File: config.mk
export PLATFORM = sky130hd
export DESIGN_NAME = reg_file_flat
export DESIGN_NICKNAME = d
export VERILOG_FILES = /design/src/rtl/reg_file_if.sv /design/src/rtl/reg_file.sv /design/src/flat_wrapper.sv
export SDC_FILE = /design/constraint.sdc
export NUM_CORES = 1
export LEC_CHECK = 0
export CAP_MARGIN = 10
export CORE_ASPECT_RATIO = 1.5
export CORE_MARGIN = 1.5
export CORE_UTILIZATION = 35
export DETAILED_ROUTE_END_ITERATION = 10
export PLACE_DENSITY_LB_ADDON = 0.1
export REMOVE_ABC_BUFFERS = 1
export SLEW_MARGIN = 20
export SYNTH_ARGS = -nofsm -noshare
export SYNTH_HDL_FRONTEND = slang
export SYNTH_SLANG_ARGS = --single-unit
File: constraint.sdc
create_clock -name clk -period 2.28 [get_ports clk]
set_input_delay 0.342 -clock clk [delete_from_list [all_inputs] [get_ports clk]]
set_output_delay 0.342 -clock clk [all_outputs]
set_load 0.02 [all_outputs]
File: src/rtl/reg_file_if.sv
// Decoder/execute-facing bus of the register file: three read ports, issue reservation,
// writeback, flags and the R15 redirect.
interface reg_file_if #(
  parameter int unsigned DATA_W = 32,
  parameter int unsigned ADDR_W = 4
);
  logic [ADDR_W-1:0] rd_addr0;
  logic [ADDR_W-1:0] rd_addr1;
  logic [ADDR_W-1:0] rd_addr2;
  logic [2:0]        rd_en;
  logic [DATA_W-1:0] rd_data0;
  logic [DATA_W-1:0] rd_data1;
  logic [DATA_W-1:0] rd_data2;
  logic [DATA_W-1:0] pc;
  logic              issue_en;
  logic [ADDR_W-1:0] issue_addr;
  logic              wr_en;
  logic [ADDR_W-1:0] wr_addr;
  logic [DATA_W-1:0] wr_data;
  logic              flags_we;
  logic [3:0]        flags_in;
  logic [3:0]        flags;
  logic              hazard;
  logic              pc_wr_valid;
  logic [DATA_W-1:0] pc_wr_data;

  modport master (
    output rd_addr0, rd_addr1, rd_addr2, rd_en, pc, issue_en, issue_addr,
    output wr_en, wr_addr, wr_data, flags_we, flags_in,
    input  rd_data0, rd_data1, rd_data2, flags, hazard, pc_wr_valid, pc_wr_data
  );

  modport slave (
    input  rd_addr0, rd_addr1, rd_addr2, rd_en, pc, issue_en, issue_addr,
    input  wr_en, wr_addr, wr_data, flags_we, flags_in,
    output rd_data0, rd_data1, rd_data2, flags, hazard, pc_wr_valid, pc_wr_data
  );
endinterface

File: src/rtl/reg_file.sv
// Architectural register file with NZCV flags, three bypassed read ports and a
// pending-write scoreboard for RAW hazard detection. The top index aliases the PC.
module reg_file #(
  parameter int unsigned DATA_W    = 32,
  parameter int unsigned ADDR_W    = 4,
  parameter int unsigned PC_OFFSET = 8
) (
  input logic       clk,
  input logic       rst_n,
  reg_file_if.slave bus
);
  localparam int unsigned      NumRegs  = 2 ** ADDR_W;
  localparam int unsigned      NumPorts = 3;
  localparam logic [ADDR_W-1:0] PcAddr  = ADDR_W'(NumRegs - 1);

  // Entry PcAddr is never written and stays zero; the read mux never selects it.
  logic [DATA_W-1:0]  regs_q [NumRegs];
  logic [NumRegs-1:0] pending_q, pending_d;
  logic [3:0]         flags_q, flags_d;
  logic               pc_wr_valid_q, pc_wr_valid_d;
  logic [DATA_W-1:0]  pc_wr_data_q, pc_wr_data_d;

  logic [ADDR_W-1:0]  rd_addr [NumPorts];
  logic [DATA_W-1:0]  rd_data [NumPorts];
  logic [DATA_W-1:0]  pc_read;
  logic               wr_pc;
  logic               hazard_c;

  assign rd_addr[0] = bus.rd_addr0;
  assign rd_addr[1] = bus.rd_addr1;
  assign rd_addr[2] = bus.rd_addr2;

  assign pc_read = bus.pc + DATA_W'(PC_OFFSET);
  assign wr_pc   = bus.wr_en && (bus.wr_addr == PcAddr);

  // A same-cycle writeback both forwards its data and resolves the hazard.
  always_comb begin
    hazard_c = 1'b0;
    for (int i = 0; i < NumPorts; i++) begin
      rd_data[i] = regs_q[rd_addr[i]];
      if (rd_addr[i] == PcAddr) begin
        rd_data[i] = pc_read;
      end else if (bus.wr_en && (bus.wr_addr == rd_addr[i])) begin
        rd_data[i] = bus.wr_data;
      end
      if (bus.rd_en[i] && (rd_addr[i] != PcAddr) && pending_q[rd_addr[i]] &&
          !(bus.wr_en && (bus.wr_addr == rd_addr[i]))) begin
        hazard_c = 1'b1;
      end
    end
  end

  // Clear before set so a new producer issued alongside the old writeback wins.
  always_comb begin
    pending_d = pending_q;
    if (bus.wr_en) begin
      pending_d[bus.wr_addr] = 1'b0;
    end
    if (bus.issue_en && (bus.issue_addr != PcAddr)) begin
      pending_d[bus.issue_addr] = 1'b1;
    end
    flags_d       = bus.flags_we ? bus.flags_in : flags_q;
    pc_wr_valid_d = wr_pc;
    pc_wr_data_d  = wr_pc ? bus.wr_data : pc_wr_data_q;
  end

  always_ff @(posedge clk or negedge rst_n) begin
    if (!rst_n) begin
      for (int i = 0; i < NumRegs; i++) begin
        regs_q[i] <= '0;
      end
    end else if (bus.wr_en && !wr_pc) begin
      regs_q[bus.wr_addr] <= bus.wr_data;
    end
  end

  always_ff @(posedge clk or negedge rst_n) begin
    if (!rst_n) begin
      pending_q     <= '0;
      flags_q       <= '0;
      pc_wr_valid_q <= 1'b0;
      pc_wr_data_q  <= '0;
    end else begin
      pending_q     <= pending_d;
      flags_q       <= flags_d;
      pc_wr_valid_q <= pc_wr_valid_d;
      pc_wr_data_q  <= pc_wr_data_d;
    end
  end

  assign bus.rd_data0    = rd_data[0];
  assign bus.rd_data1    = rd_data[1];
  assign bus.rd_data2    = rd_data[2];
  assign bus.hazard      = hazard_c;
  assign bus.flags       = flags_q;
  assign bus.pc_wr_valid = pc_wr_valid_q;
  assign bus.pc_wr_data  = pc_wr_data_q;
endmodule

File: src/flat_wrapper.sv
// flat-port wrapper written by rule: the top's interface ports become plain ports
module reg_file_flat 
#(
  parameter int unsigned DATA_W    = 32,
  parameter int unsigned ADDR_W    = 4,
  parameter int unsigned PC_OFFSET = 8
)
  (clk, rst_n, bus_rd_addr0, bus_rd_addr1, bus_rd_addr2, bus_rd_en, bus_pc, bus_issue_en, bus_issue_addr, bus_wr_en, bus_wr_addr, bus_wr_data, bus_flags_we, bus_flags_in, bus_rd_data0, bus_rd_data1, bus_rd_data2, bus_flags, bus_hazard, bus_pc_wr_valid, bus_pc_wr_data);
  reg_file_if #(.DATA_W(DATA_W), .ADDR_W(ADDR_W)) bus_i ();
  input logic clk;
  input logic rst_n;
  input wire logic [$bits(bus_i.rd_addr0)-1:0] bus_rd_addr0;
  input wire logic [$bits(bus_i.rd_addr1)-1:0] bus_rd_addr1;
  input wire logic [$bits(bus_i.rd_addr2)-1:0] bus_rd_addr2;
  input wire logic [$bits(bus_i.rd_en)-1:0] bus_rd_en;
  input wire logic [$bits(bus_i.pc)-1:0] bus_pc;
  input wire logic [$bits(bus_i.issue_en)-1:0] bus_issue_en;
  input wire logic [$bits(bus_i.issue_addr)-1:0] bus_issue_addr;
  input wire logic [$bits(bus_i.wr_en)-1:0] bus_wr_en;
  input wire logic [$bits(bus_i.wr_addr)-1:0] bus_wr_addr;
  input wire logic [$bits(bus_i.wr_data)-1:0] bus_wr_data;
  input wire logic [$bits(bus_i.flags_we)-1:0] bus_flags_we;
  input wire logic [$bits(bus_i.flags_in)-1:0] bus_flags_in;
  output wire logic [$bits(bus_i.rd_data0)-1:0] bus_rd_data0;
  output wire logic [$bits(bus_i.rd_data1)-1:0] bus_rd_data1;
  output wire logic [$bits(bus_i.rd_data2)-1:0] bus_rd_data2;
  output wire logic [$bits(bus_i.flags)-1:0] bus_flags;
  output wire logic [$bits(bus_i.hazard)-1:0] bus_hazard;
  output wire logic [$bits(bus_i.pc_wr_valid)-1:0] bus_pc_wr_valid;
  output wire logic [$bits(bus_i.pc_wr_data)-1:0] bus_pc_wr_data;
  assign bus_i.rd_addr0 = bus_rd_addr0;
  assign bus_i.rd_addr1 = bus_rd_addr1;
  assign bus_i.rd_addr2 = bus_rd_addr2;
  assign bus_i.rd_en = bus_rd_en;
  assign bus_i.pc = bus_pc;
  assign bus_i.issue_en = bus_issue_en;
  assign bus_i.issue_addr = bus_issue_addr;
  assign bus_i.wr_en = bus_wr_en;
  assign bus_i.wr_addr = bus_wr_addr;
  assign bus_i.wr_data = bus_wr_data;
  assign bus_i.flags_we = bus_flags_we;
  assign bus_i.flags_in = bus_flags_in;
  assign bus_rd_data0 = bus_i.rd_data0;
  assign bus_rd_data1 = bus_i.rd_data1;
  assign bus_rd_data2 = bus_i.rd_data2;
  assign bus_flags = bus_i.flags;
  assign bus_hazard = bus_i.hazard;
  assign bus_pc_wr_valid = bus_i.pc_wr_valid;
  assign bus_pc_wr_data = bus_i.pc_wr_data;
  reg_file #(.DATA_W(DATA_W), .ADDR_W(ADDR_W), .PC_OFFSET(PC_OFFSET)) u_core (.clk(clk), .rst_n(rst_n), .bus(bus_i));
endmodule
After elaboration in Yosys (flattened, before gate mapping) --
Cells that the tools add are included.
Storage, ports and cells: bits in registers 565, word-level logic and storage cells 106, bits of input ports 96, output and inout bits 134
Cells by class: bitwise operators 7, eq/ne operators 11, muxes and demuxes 33, magnitude comparators 12, add/subtract/negate cells 1, reductions and logical operators 22
Operator list (count):
- 512-bit bitwise mux | 1
- 32-bit 2-to-1 mux | 13
- 32-bit binary-select mux with 4-bit select | 3
- 32-bit demux with 4-bit select | 1
- 32-bit by 4-bit adder with 32-bit output (second input constant) | 1
- 16-bit 2-to-1 mux | 2
- 4-bit by 5-bit < comparator with 1-bit output (second input constant) | 5
- 5-bit >= comparator (second input constant) | 4
- 4-bit inverter with 5-bit output | 4
- 1-bit logical AND | 18
- 16-bit bitwise AND | 1
- 4-bit == test (second input constant) | 4
- 4-bit != test (second input constant) | 4
- 16-bit inverter | 1
- 16-bit bitwise OR | 1
- 1-bit binary-select mux with 4-bit select | 3
- 4-bit == test | 3
- 1-bit demux with 4-bit select | 2
- 4-bit by 1-bit >= comparator with 1-bit output (second input constant) | 2
- 1-bit 2-to-1 mux | 8
- 5-bit by 1-bit < comparator with 1-bit output (second input constant) | 1
- 1-bit zero test | 4

Longest topological paths before layout --
word-level depth 9, gate-level depth with buffers 9, depth with buffers taken out 6

Worst setup path before layout --
No wires, ideal clock.
kind in2out, from input port bus_rd_addr1[0], to output port bus_rd_data1[3], stages 7, required time 1938 ps, setup slack -311 ps, arrival time 2249 ps, buffers on the path 3, path through buf_6 -> buf_2 -> buf_2 -> mux4_2 -> mux4_2 -> inv_1 -> o221ai_1
Between the ends: longest elaborated chain between the ends 6, elaborated cells on any way between the ends 9, those cells by class 2 x eq/ne; 5 x mux; 1 x bitwise; 1 x reduce/logical
Ends and longest elaborated chain:
- start, declared | line flat_wrapper.sv:13 | input wire logic [$bits(bus_i.rd_addr1)-1:0] bus_rd_addr1;
- 4-bit inverter with 5-bit output (not written as such) | line reg_file.sv:40 | rd_data[i] = regs_q[rd_addr[i]];
- 32-bit binary-select mux with 4-bit select | line reg_file.sv:40
- 32-bit 2-to-1 mux (not written as such) (2 in a row) | line reg_file.sv:40
- 32-bit 2-to-1 mux | line reg_file.sv:43 | end else if (bus.wr_en && (bus.wr_addr == rd_addr[i])) begin
- 32-bit 2-to-1 mux (*) | line reg_file.sv:41 | if (rd_addr[i] == PcAddr) begin
- end, declared | line flat_wrapper.sv:25 | output wire logic [$bits(bus_i.rd_data1)-1:0] bus_rd_data1;
Mark *: on every way between the ends. The rest lies on a longest branch, timed or not. The select of a mux whose other input is x is not followed.

Worst setup path after layout --
from register u_core.regs_q[26] (netlist bit), to output port bus_rd_data1[26]
Between the ends: longest elaborated chain between the ends 5
Ends and longest elaborated chain:
- start, declared | line reg_file.sv:17 | logic [DATA_W-1:0] regs_q [NumRegs];
- start signal, assigned by index | line reg_file.sv:73 | regs_q[bus.wr_addr] <= bus.wr_data;
- 32-bit binary-select mux with 4-bit select | line reg_file.sv:40
- 32-bit 2-to-1 mux (not written as such) (2 in a row) | line reg_file.sv:40
- 32-bit 2-to-1 mux | line reg_file.sv:43
- 32-bit 2-to-1 mux | line reg_file.sv:41
No other way between the ends. The select of a mux whose other input is x is not followed.

==> flow_summary.ini <==
[run_status]
status = finished with violations
failed_checks = negative setup slack

[clock_network]
tritoncts = done
clk_latency_ps = 660
clk_path_buf_depth = 3
htreeDepth = 2
clkTransAtPathRegs_ps = 60
cts_root_buf = clkbuf_16
numCtsBuffers = 60
clock_sinks = 565

[sta]
clock.fmax_mhz = 323.5
relSlewSlack_pct = 60.04
drv_slew = 0
fin_ws_ps = -811.2
worstMarginPinSlew_ps = 599.4
setup_viol = 97
period_share_pct = 135.6
min_period_ps = 3091
fin_hold_ws_ps = 139.4
rsz0062_at_grt = true
final-hold-violation-count = 0
finClkSkew_ps = 0

[routing]
wire_per_inst_um = 32.23
wirelength_mm = 141.6
ant_nets = 0
dr.pass1.iters = 5
drt_iter0_drc = 1899
drcViolationCount = 0
via_per_inst = 5.929
vias = 26044

[yosys]
synth_warnings = 0
synth_cell_types = 47
syn-cell-area_mm2 = 0.03521
syn_inst = 2386
synth_area_leaders = dfrtp_1 (40%), mux4_2 (29%), mux2_2 (17%), clkbuf_1 (1.8%), o21ai_0 (1.2%)
synth-seq-cells = 565
netlist.area_leader.share_pct = 40.15
synth_ff_type = dfrtp_1
ys_seq_area_share_pct = 40.15
yosysTopAreaCell = dfrtp_1
avgSynthCellArea_um2 = 14.76
synth_edf_count = 0
async_flop_share_pct = 100.0

[power]
power_mw = 39.06
pwr-share-comb_pct = 37.3
swShare_pct = 30.89
power.density_cell_area_mw_per_mm2 = 820.8
ir_drop_mv = 0.5821
power.share.clock_pct = 26.4
pwr-share-seq_pct = 36.3
intPower_mw = 26.99
p_switching_mw = 12.06
leakage_nw = 19.87

[floorplan]
num_io_pins = 230
dieArea_mm2 = 0.1026
rows = 142
core_area_mm2 = 0.09985
die_height_um = 391.5
initial_core_util_pct = 35.26
die_w_um = 262.0

[worst_setup_path]
start_kind = register
crit_required_ps = 1940
cp.arrival_ps = 2750
r2r-start = u_core.regs_q[158]$_DFFE_PN0P_
path_class = register to primary output
cp-end-kind = primary output
reg2regPathDepth = 4
rrSetupSlack_ps = 1140
r2r-end = u_core.regs_q[158]$_DFFE_PN0P_
cp_max_fo = 3

[placed_design]
portBuffers = 229
pre_cts_slack_ps = -1291
gp_congestion = 0.9086
dp_hpwl_mm = 101.5

[finish]
post-route-util_pct = 47.66
drive_above_1_share_pct = 67.53
syn_to_final_growth_pct = 35.14
nets = 3141

[global_routing]
grt_pass1_wl_mm = 205.4
grt.total_usage_pct = 27.92
antenna_found_initial = 8
grt_pass1_vias = 28731
grt_max_degree = 98
overflow = 0

[job]
maxCapViolations = 0

[worst_hold_path]
hp-class = primary input to asynchronous set/reset pin
[power groups by stage]
stage	clock [mW]	sequential [mW]	combinational, mW
floorplan	0	13.8	7.23
global placement	0	14.1	13.1
detailed placement	0	14.3	13.3
CTS	10.6	14.1	14.1
global route	10.9	14.5	15.4
finish	10.3	14.2	14.6
[timing repair]
item	CTS	global route
gates cloned	1	0
setup endpoints to repair	97	97
hold buffers	1	0
pin swaps	57	30
gates resized for setup	798	178
hold endpoints to repair	179	0
setup buffers	44	35
[worst max-delay path by stage]
stage                              startpoint                to  slack, ps
2_1_floorplan                 bus_rd_addr1[3]  bus_rd_data1[20]      -1130
3_3_place_gp                        bus_pc[5]  bus_rd_data0[26]      -1240
3_5_place_dp                        bus_pc[3]  bus_rd_data1[24]      -1290
4_1_cts        u_core.regs_q[410]$_DFFE_PN0P_  bus_rd_data1[26]       -860
5_1_grt        u_core.regs_q[410]$_DFFE_PN0P_  bus_rd_data1[26]       -860
6_report        u_core.regs_q[26]$_DFFE_PN0P_  bus_rd_data1[26]       -810
[cell type report]
type | instances | area, um^2
fillers | 8864 | 52270
clock buffers | 88 | 1758
inverters | 47 | 178.9
multi-input cells | 1475 | 20740
well taps | 1296 | 1622
repair buffers | 895 | 8892
flip-flops and latches | 565 | 14140
diodes | 5 | 12.51
clock inverters | 22 | 246.5
[synthesized netlist by cell type (22+ instances only)]
| cell | n |
|---|---|
| a221o_1 | 22 |
| a22oi_1 | 32 |
| buf_1 | 48 |
| buf_2 | 60 |
| clkbuf_1 | 165 |
| dfrtp_1 | 565 |
| inv_1 | 47 |
| mux2_2 | 534 |
| mux2i_1 | 38 |
| mux4_2 | 456 |
| nand2_1 | 70 |
| o21ai_0 | 87 |
| xnor2_1 | 24 |
[routing by layer]
metal	routed length (um)	part of all wire [%]	track usage, %
met1	54280	38	33.95
met2	73060	52	48.58
met3	6935	4.9	3.924
met4	7323	5.2	12.99
met5	0	0	0
[cells by family after synthesis]
family | count (synthesis) | synth area share [%]
flip-flops | 565 | 40.15
multiplexers | 1035 | 47.80
XOR/XNOR | 39 | 0.9701
buffers and inverters | 346 | 4.275
adder cells (fa/ha/maj) | 1 | 0.03553
AO/OA/AOI/OAI | 211 | 4.015
AND/OR/NAND/NOR | 189 | 2.747
[critical path: stages (launching register included)]
cell     delay [ps]
dfrtp_1         390
buf_6           130
mux4_2          460
mux4_2          540
nor2b_4         160
a221o_1         270
buf_6           140
[cell usage in the layout, fill, tap and decap left out, types with 17 or more instances in the layout]
master / count
clkdlybuf4s50_1: 93
mux2_4: 24
buf_4: 492
mux2i_1: 36
dfrtp_1: 565
buf_12: 90
mux4_2: 462
o21ai_2: 40
clkbuf_16: 61
o22ai_1: 17
mux2_2: 510
a221o_1: 22
o21ai_0: 30
buf_6: 182
a22oi_1: 32
inv_2: 40
nand2_1: 60
[sequential cells by signal, indices dropped and copies added, names as in the netlist]
name                    flops
u_core.bus.flags            4
u_core.pending_q           16
u_core.bus.pc_wr_valid      1
u_core.regs_q             512
u_core.bus.pc_wr_data      32
[per-stage QoR]
stage	cells	instance area, um^2	setup TNS [ps]
6_report	4393	47590	-46460
5_1_grt	4388	47570	-52440
4_1_cts	4362	46820	-51040
3_5_place_dp	4217	43560	-148620
3_3_place_gp	4217	43560	-153020
2_1_floorplan	2087	33880	-155330
Power figures use the tool's default switching activity.
